`src/rtl/fir_run_sequencer.sv`:
```
`default_nettype none
// ============================================================================
// Module   : fir_run_sequencer
// Brief    : Sequences FIR coefficient generation, coefficient handoff and
//            sample processing; optional FIR_SEQ_AUTO_RELOAD_EN reconfigures
//            automatically when the requested fs/fln settle on new values.
// Revision : 1.0 - initial release
// ============================================================================
module fir_run_sequencer #(
    parameter int TIMEOUT_CYC = 4096,
    parameter int DRAIN_CYC   = 32,
    parameter int CNT_W       = 32
) (
    input  logic             clk,
    input  logic             rst_n,
    input  logic [15:0]      cfg_fs,
    input  logic [15:0]      cfg_fln,
    input  logic             cfg_load,
    input  logic             run,
    input  logic             coef_busy,
    input  logic             fir_ready,
    input  logic             fir_valid,
    output logic [15:0]      fs_out,
    output logic [15:0]      fln_out,
    output logic             en_fir_top,
    output logic             en_fir_deal,
    output logic [2:0]       state,
    output logic             cfg_done,
    output logic             err_timeout,
    output logic [CNT_W-1:0] sample_cnt
);

    localparam logic [2:0] c_IDLE     = 3'd0;
    localparam logic [2:0] c_LATCH    = 3'd1;
    localparam logic [2:0] c_GEN      = 3'd2;
    localparam logic [2:0] c_WAIT_RDY = 3'd3;
    localparam logic [2:0] c_RUN      = 3'd4;
    localparam logic [2:0] c_DRAIN    = 3'd5;
    localparam logic [2:0] c_ERR      = 3'd6;

    // One phase counter serves LATCH, GEN and DRAIN; it restarts on every state entry.
    localparam int c_TO_CYC  = (TIMEOUT_CYC > 0) ? TIMEOUT_CYC : 1;
    localparam int c_DR_CYC  = (DRAIN_CYC > 0) ? DRAIN_CYC : 1;
    localparam int c_PH_MAX  = (c_TO_CYC > c_DR_CYC) ? c_TO_CYC : c_DR_CYC;
    localparam int c_PH_W    = $clog2(c_PH_MAX + 2);

    localparam logic [c_PH_W-1:0] c_PH_ONES   = {c_PH_W{1'b1}};
    localparam logic [c_PH_W-1:0] c_LATCH_END = c_PH_W'(1);
    localparam logic [c_PH_W-1:0] c_TO_END    = c_PH_W'(c_TO_CYC - 1);
    localparam logic [c_PH_W-1:0] c_DR_END    = c_PH_W'(c_DR_CYC - 1);
    localparam logic [CNT_W-1:0]  c_CNT_ONES  = {CNT_W{1'b1}};

    logic [2:0]        r_state;
    logic [2:0]        w_next;
    logic [c_PH_W-1:0] r_ph;
    logic [15:0]       r_fs;
    logic [15:0]       r_fln;
    logic              r_busy_d;
    logic              r_seen_rise;
    logic              r_deal;
    logic              r_done;
    logic              r_err;
    logic [CNT_W-1:0]  r_cnt;
    logic              w_auto;
    logic              w_fall;
    logic              w_enter_latch;
    logic              w_state_chg;

`ifdef FIR_SEQ_AUTO_RELOAD_EN
    logic r_diff_d;
    logic w_diff;

    assign w_diff = (cfg_fs != r_fs) || (cfg_fln != r_fln);

    always_ff @(posedge clk or negedge rst_n) begin
        if (!rst_n) begin
            r_diff_d <= 1'b0;
        end else begin
            r_diff_d <= (r_state == c_RUN) && w_diff;
        end
    end

    assign w_auto = (r_state == c_RUN) && w_diff && r_diff_d;
`else
    assign w_auto = 1'b0;
`endif

    assign w_fall = (r_state == c_GEN) && r_seen_rise && r_busy_d && !coef_busy;

    always_comb begin
        w_next = r_state;
        case (r_state)
            c_IDLE: begin
                if (cfg_load) w_next = c_LATCH;
            end
            c_LATCH: begin
                if (!cfg_load && (r_ph == c_LATCH_END)) w_next = c_GEN;
            end
            c_GEN: begin
                if (cfg_load)              w_next = c_LATCH;
                else if (w_fall)           w_next = c_WAIT_RDY;
                else if (r_ph == c_TO_END) w_next = c_ERR;
            end
            c_WAIT_RDY: begin
                if (cfg_load)       w_next = c_LATCH;
                else if (fir_ready) w_next = c_RUN;
            end
            c_RUN: begin
                if (cfg_load || w_auto) w_next = c_DRAIN;
            end
            c_DRAIN: begin
                if (cfg_load || (r_ph == c_DR_END)) w_next = c_LATCH;
            end
            c_ERR: begin
                if (cfg_load) w_next = c_LATCH;
            end
            default: w_next = c_IDLE;
        endcase
    end

    // A load while already in LATCH counts as a fresh entry.
    assign w_enter_latch = (w_next == c_LATCH) && ((r_state != c_LATCH) || cfg_load);
    assign w_state_chg   = (w_next != r_state) || w_enter_latch;

    always_ff @(posedge clk or negedge rst_n) begin
        if (!rst_n) begin
            r_state <= c_IDLE;
            r_ph    <= '0;
        end else begin
            r_state <= w_next;
            if (w_state_chg)
                r_ph <= '0;
            else if (r_ph != c_PH_ONES)
                r_ph <= r_ph + 1'b1;
        end
    end

    always_ff @(posedge clk or negedge rst_n) begin
        if (!rst_n) begin
            r_fs  <= '0;
            r_fln <= '0;
        end else if (w_enter_latch) begin
            r_fs  <= cfg_fs;
            r_fln <= cfg_fln;
        end
    end

    always_ff @(posedge clk or negedge rst_n) begin
        if (!rst_n) begin
            r_busy_d    <= 1'b0;
            r_seen_rise <= 1'b0;
        end else begin
            r_busy_d <= coef_busy;
            if (w_state_chg)
                r_seen_rise <= 1'b0;
            else if ((r_state == c_GEN) && coef_busy && !r_busy_d)
                r_seen_rise <= 1'b1;
        end
    end

    always_ff @(posedge clk or negedge rst_n) begin
        if (!rst_n) begin
            r_deal <= 1'b0;
            r_done <= 1'b0;
            r_err  <= 1'b0;
        end else begin
            r_deal <= (r_state == c_RUN) && (w_next == c_RUN) && run && fir_ready;
            r_done <= (r_state == c_WAIT_RDY) && (w_next == c_RUN);
            if ((r_state == c_ERR) && cfg_load)
                r_err <= 1'b0;
            else if ((r_state == c_GEN) && (w_next == c_ERR))
                r_err <= 1'b1;
        end
    end

    always_ff @(posedge clk or negedge rst_n) begin
        if (!rst_n) begin
            r_cnt <= '0;
        end else if ((r_state != c_RUN) && (w_next == c_RUN)) begin
            r_cnt <= '0;
        end else if ((r_state == c_RUN) && fir_valid && (r_cnt != c_CNT_ONES)) begin
            r_cnt <= r_cnt + 1'b1;
        end
    end

    assign fs_out      = r_fs;
    assign fln_out     = r_fln;
    assign en_fir_top  = (r_state == c_GEN) || (r_state == c_WAIT_RDY) ||
                         (r_state == c_RUN) || (r_state == c_DRAIN);
    assign en_fir_deal = r_deal;
    assign state       = r_state;
    assign cfg_done    = r_done;
    assign err_timeout = r_err;
    assign sample_cnt  = r_cnt;

endmodule
`default_nettype wire

```
`config.mk`:
```
export PLATFORM = sky130hd
export DESIGN_NAME = fir_run_sequencer
export DESIGN_NICKNAME = d
export VERILOG_FILES = /design/src/rtl/fir_run_sequencer.sv
export SDC_FILE = /design/constraint.sdc
export NUM_CORES = 1
export LEC_CHECK = 0
export BUFFER_PORTS_ARGS = -buffer_cell sky130_fd_sc_hd__buf_2
export CAP_MARGIN = 20
export CORE_MARGIN = 10
export CORE_UTILIZATION = 44
export CTS_CLUSTER_SIZE = 40
export DETAILED_ROUTE_END_ITERATION = 12
export GPL_ROUTABILITY_DRIVEN = 0
export GPL_TIMING_DRIVEN = 0
export PLACE_DENSITY = 0.67
export SETUP_SLACK_MARGIN = 0.15
export SYNTH_ARGS = -nofsm -noshare
export SYNTH_HDL_FRONTEND = slang
export SYNTH_SLANG_ARGS = --single-unit
```
`constraint.sdc`:
```
create_clock -name clk -period 2.7 [get_ports clk]
set_clock_uncertainty 0.2 [all_clocks]
set_input_delay 0.27 -clock clk [delete_from_list [all_inputs] [get_ports clk]]
set_output_delay 0.27 -clock clk [all_outputs]
set_load 0.05 [all_outputs]
```
==> results.txt <==
----------------------------------------------------
[Synth]
  Yosys warning total ... 0
  Number of synthesized register bits ... 85
  Post-synth top area share ... 0.511
  Cell area after synthesis ... 4160 um2
  Synthesized area per cell ... 10.4 um2
  Most area-consuming cells after synthesis ... sky130_fd_sc_hd__dfrtp_1, sky130_fd_sc_hd__mux2_1, sky130_fd_sc_hd__nand4_1
  Unique masters post-synth ... 50
  Number of nets produced by synthesis ... 440
  EDFF count, synth ... 0
  Post-synth top area cell ... sky130_fd_sc_hd__dfrtp_1
  Post-synth ARST share ... 1.00
  Most instantiated flip-flop cell in the synthesis netlist ... sky130_fd_sc_hd__dfrtp_1
  Synthesized instance count ... 398
  Fraction of the yosys area taken by sequential cells ... 0.511

[Setup path]
  Slowest CP cell ... sky130_fd_sc_hd__dfrtp_1
  Type of the worst setup path ... reg2reg
  Maximum cell stage delay along the critical path ... 0.44 ns
  Critical path launch point type ... register
  Required time of the critical path ... around 2.8 ns
  Cell type group with the largest total delay on the critical path ... simple AND/OR/NAND/NOR gates
  Worst endpoint data arrival time ... roughly 2.5 ns
  Number of buffer and inverter stages on the critical path ... 2
  Crit end category ... register
  Sequence of cells on the critical path ... ha_1 -> and4_1 -> clkbuf_2 -> a41oi_2 -> a32oi_2 -> or2_2 -> buf_4 -> nor2_1
  Largest fanout on the critical path ... 10

[Power and ir drop]
  Total Power Consumption ... 4450 uW
  Maximum vdd drop ... 0.000474 V
  Share of total power in the clock network ... 0.205
  Proportion of power drawn by flip-flops and latches ... 0.372
  Power density over the cells ... 806 nW/um2
  Sw Share ... 0.447
  Leakage power of the design ... 0.00250 uW
  Sw power ... about 2000 uW
  Share of power burned in combinational logic ... 0.424
  Internal power summed over all cells ... 2460 uW

[Clock tree]
  Clock slew at the register clock pins of the worst setup and hold paths ... about 0.080 ns
  CTS tree ... yes
  Total CTS buffers ... 9
  Cell at the root of the clock tree ... sky130_fd_sc_hd__clkbuf_8
  H-tree levels ... 3
  Maximum buffer depth of the clock tree ... 2
  Later-pin clock latency in the skew report ... 0.36 ns
  Post-CTS Setup Inserts ... 0
  Number of sinks driven by the clock tree ... 85

[Placement]
  Pre-CTS worst setup slack ... ~0.11 ns
  Number of input and output port buffers inserted ... 108
  Detailed-placement wirelength estimate ... approximately 8400 um

[Floorplan]
  Row count ... 35
  Die area ... 13700 um2
  Horizontal die dimension ... 117 um
  Core area ... roughly 9000 um2
  Initial standard-cell utilization of the core ... 0.450
  Ports ... 110
  Die boundary height ... roughly 120 um

[STA]
  Fmax ... 411 MHz
  Final setup violating endpoints ... 0
  Number of slew-limit violations in the final report ... 0
  Unrepaired setup endpoints after global routing ... true
  Final hold violation count ... 0
  Post-route setup TNS ... 0 ns
  Worst rel slew slack ... 0.581
  Least-Margin Pin Slew ... 0.623 ns
  Portion of the clock cycle consumed by the worst path in the final layout ... 0.901
  Final worst path period need ... 2.43 ns
  Hold Worst Slack ... 0.0878 ns
  Worst-case setup margin in the final layout ... 0.269 ns

[Routing]
  Post-Route WL ... 11700 um
  Via density per instance ... 5.43
  Post-detailed-route wirelength per cell ... 16.9 um
  Via count ... approximately 3700
  Post-detailed-route DRC marker count ... 0
  Count of nets left with antenna violations after detail routing ... 0
  First DRT Iteration DRCs ... 201
  First drt pass iteration count ... 4

[Layout]
  Number of filler instances in the final layout ... about 750
  Post-synthesis to final-layout area growth ... 32.6%
  Utilization after layout ... 0.597
  Fraction of final layout cells with drive strength greater than 1 ... 0.288
  Antenna diode instance count ... 0
  Net count of the finished layout ... 596

[GRT]
  GR Layer Usage met2 ... 0.277
  Total overflow reported by the global router ... 0
  Routing layer with the top usage in global route ... met2
  Global-route track usage on met1 ... 0.221
  Vias in the first global route ... 3691
  Antenna violations before repair ... 0
  Pin count of the biggest net entering global routing ... 56
  Met3 routing resource usage after global routing ... 0.0443
  Gr usage total ... 0.171
  Global-route wire length before repair ... 18900 um

[Status]
  Status ... finished, final reports clean

[Hold path]
  Min-Delay Path Class ... in2reg

[Flow run]
  Number of maximum-capacitance constraint violations ... 0

----------------------------------------------------
metal layers:
| metal | part of all wire | wire length (um) |
|---|---|---|
| met1 | 0.44 | 5120 |
| met2 | 0.46 | 5410 |
| met3 | 0.086 | 1010 |
| met4 | 0.010 | 119 |
| met5 | 0 | 0 |
state kept, by name, indices dropped and copies added (netlist names):
signal       cells
state            3
fs_out          16
r_busy_d         1
err_timeout      1
sample_cnt      32
r_seen_rise      1
en_fir_deal      1
fln_out         16
cfg_done         1
r_ph            13
through the flow:
step | instance area (um2) | std cells
6_report | 5520 | 688
5_1_grt | 5520 | 688
4_1_cts | 5480 | 689
3_5_place_dp | 4890 | 636
3_3_place_gp | 4860 | 635
2_1_floorplan | 4160 | 398
area by class of cell:
class	count	area [um2]	area share
flip-flops and latches	85	2130	0.386
multi-input cells	290	1970	0.357
repair buffers	146	941	0.171
well taps	129	161	0.0293
clock buffers	9	124	0.0225
plain buffers	17	98.8	0.0179
clock inverters	7	75.1	0.0136
inverters	5	22.5	0.00408
path summary, 6_finish.rpt:
kind	depth (start not counted)	slack, ns	endpoint	from
worst max-delay path	8	0.27	r_ph[2]$_DFFE_PN0P_	r_ph[0]$_DFFE_PN0P_
worst min-delay path	4	0.09	state[1]$_DFF_PN0_	fir_ready
worst max register to register	8	0.27	r_ph[2]$_DFFE_PN0P_	r_ph[0]$_DFFE_PN0P_
worst min register to register	1	0.29	fs_out[3]$_DFFE_PN0P_	fs_out[3]$_DFFE_PN0P_
max in group asynchronous	3	1.49	fln_out[9]$_DFFE_PN0P_	rst_n
min in group asynchronous	2	0.20	sample_cnt[21]$_DFFE_PN0P_	rst_n
power by group through the flow:
stage | sequential, uW | clock [uW] | combinational (uW)
floorplan | 2430 | 0 | 576
global placement | 1650 | 0 | 1810
detailed placement | 1670 | 0 | 1830
CTS | 1650 | 933 | 1880
global route | 1690 | 993 | 2010
finish | 1650 | 910 | 1880
layout by cell type, fill, tap and decap left out, types with 3 or more instances in the layout:
cell,synthesis,layout
sky130_fd_sc_hd__buf_2,8,115
sky130_fd_sc_hd__dfrtp_1,85,85
sky130_fd_sc_hd__dlygate4sd3_1,0,37
sky130_fd_sc_hd__nor2_1,31,31
sky130_fd_sc_hd__mux2_1,30,30
sky130_fd_sc_hd__nand2_1,28,28
sky130_fd_sc_hd__nand3_1,23,23
sky130_fd_sc_hd__a21oi_1,22,22
sky130_fd_sc_hd__nand4_1,20,20
sky130_fd_sc_hd__o21ai_0,19,19
sky130_fd_sc_hd__or3_1,13,13
sky130_fd_sc_hd__xnor2_1,10,10
sky130_fd_sc_hd__clkbuf_8,0,9
sky130_fd_sc_hd__nor4_1,12,8
sky130_fd_sc_hd__xor2_1,7,7
sky130_fd_sc_hd__or4_1,7,7
sky130_fd_sc_hd__and3_1,6,6
sky130_fd_sc_hd__o31ai_1,6,6
sky130_fd_sc_hd__and4_1,5,5
sky130_fd_sc_hd__buf_4,4,5
sky130_fd_sc_hd__nor3_1,5,5
sky130_fd_sc_hd__inv_1,4,4
sky130_fd_sc_hd__nor4_2,0,4
sky130_fd_sc_hd__mux2i_1,4,4
sky130_fd_sc_hd__nor3b_1,3,3
sky130_fd_sc_hd__o211ai_1,3,3
sky130_fd_sc_hd__or2_2,3,3
sky130_fd_sc_hd__ha_1,3,3
sky130_fd_sc_hd__clkinv_4,0,3
Yosys cell counts (2+ instances only):
cell type	n
sky130_fd_sc_hd__nor4b_1	3
sky130_fd_sc_hd__inv_1	4
sky130_fd_sc_hd__or3_1	13
sky130_fd_sc_hd__nand3_1	23
sky130_fd_sc_hd__xnor2_1	10
sky130_fd_sc_hd__mux2_1	30
sky130_fd_sc_hd__nand2_1	28
sky130_fd_sc_hd__buf_4	4
sky130_fd_sc_hd__ha_1	3
sky130_fd_sc_hd__nor3b_1	3
sky130_fd_sc_hd__mux2i_1	4
sky130_fd_sc_hd__a21oi_1	22
sky130_fd_sc_hd__o21ai_0	19
sky130_fd_sc_hd__and3_1	6
sky130_fd_sc_hd__or4_1	7
sky130_fd_sc_hd__a31oi_1	2
sky130_fd_sc_hd__and2_1	2
sky130_fd_sc_hd__a41oi_1	2
sky130_fd_sc_hd__o211ai_1	3
sky130_fd_sc_hd__xor2_1	7
sky130_fd_sc_hd__mux2_2	2
sky130_fd_sc_hd__buf_2	8
sky130_fd_sc_hd__nand4_1	20
sky130_fd_sc_hd__o2111ai_1	2
sky130_fd_sc_hd__clkbuf_1	5
sky130_fd_sc_hd__nor2_1	31
sky130_fd_sc_hd__or2_2	3
sky130_fd_sc_hd__and4_1	5
sky130_fd_sc_hd__nor4_1	12
sky130_fd_sc_hd__a31o_2	2
sky130_fd_sc_hd__nor3_1	5
sky130_fd_sc_hd__dfrtp_1	85
sky130_fd_sc_hd__o31ai_1	6
cell families (layout without fill, tap and decap cells):
kind of cell	after synthesis	count (layout)	share of synthesized area
adder cells (fa/ha/maj)	3	3	0.00903
AO/OA/AOI/OAI	65	65	0.0942
AND/OR/NAND/NOR	169	169	0.225
multiplexers	36	36	0.0963
XOR/XNOR	17	17	0.0358
flip-flops	85	85	0.511
buffers and inverters	23	184	0.0286
tightest hold or removal path: cells and delay by family:
kind	cells	cell delay, ns
and+or+nand+nor	1	0.07
AOI/OAI and AO/OA	2	0.14
buffers and inverters	1	0.11
repair_timing:
action,CTS,global route
pin swaps,1,0
resized for setup,3,10
endpoints found under the setup margin,40,55
endpoints found under the hold margin,65,0
hold buffers,37,0
Power figures use the tool's default switching activity.
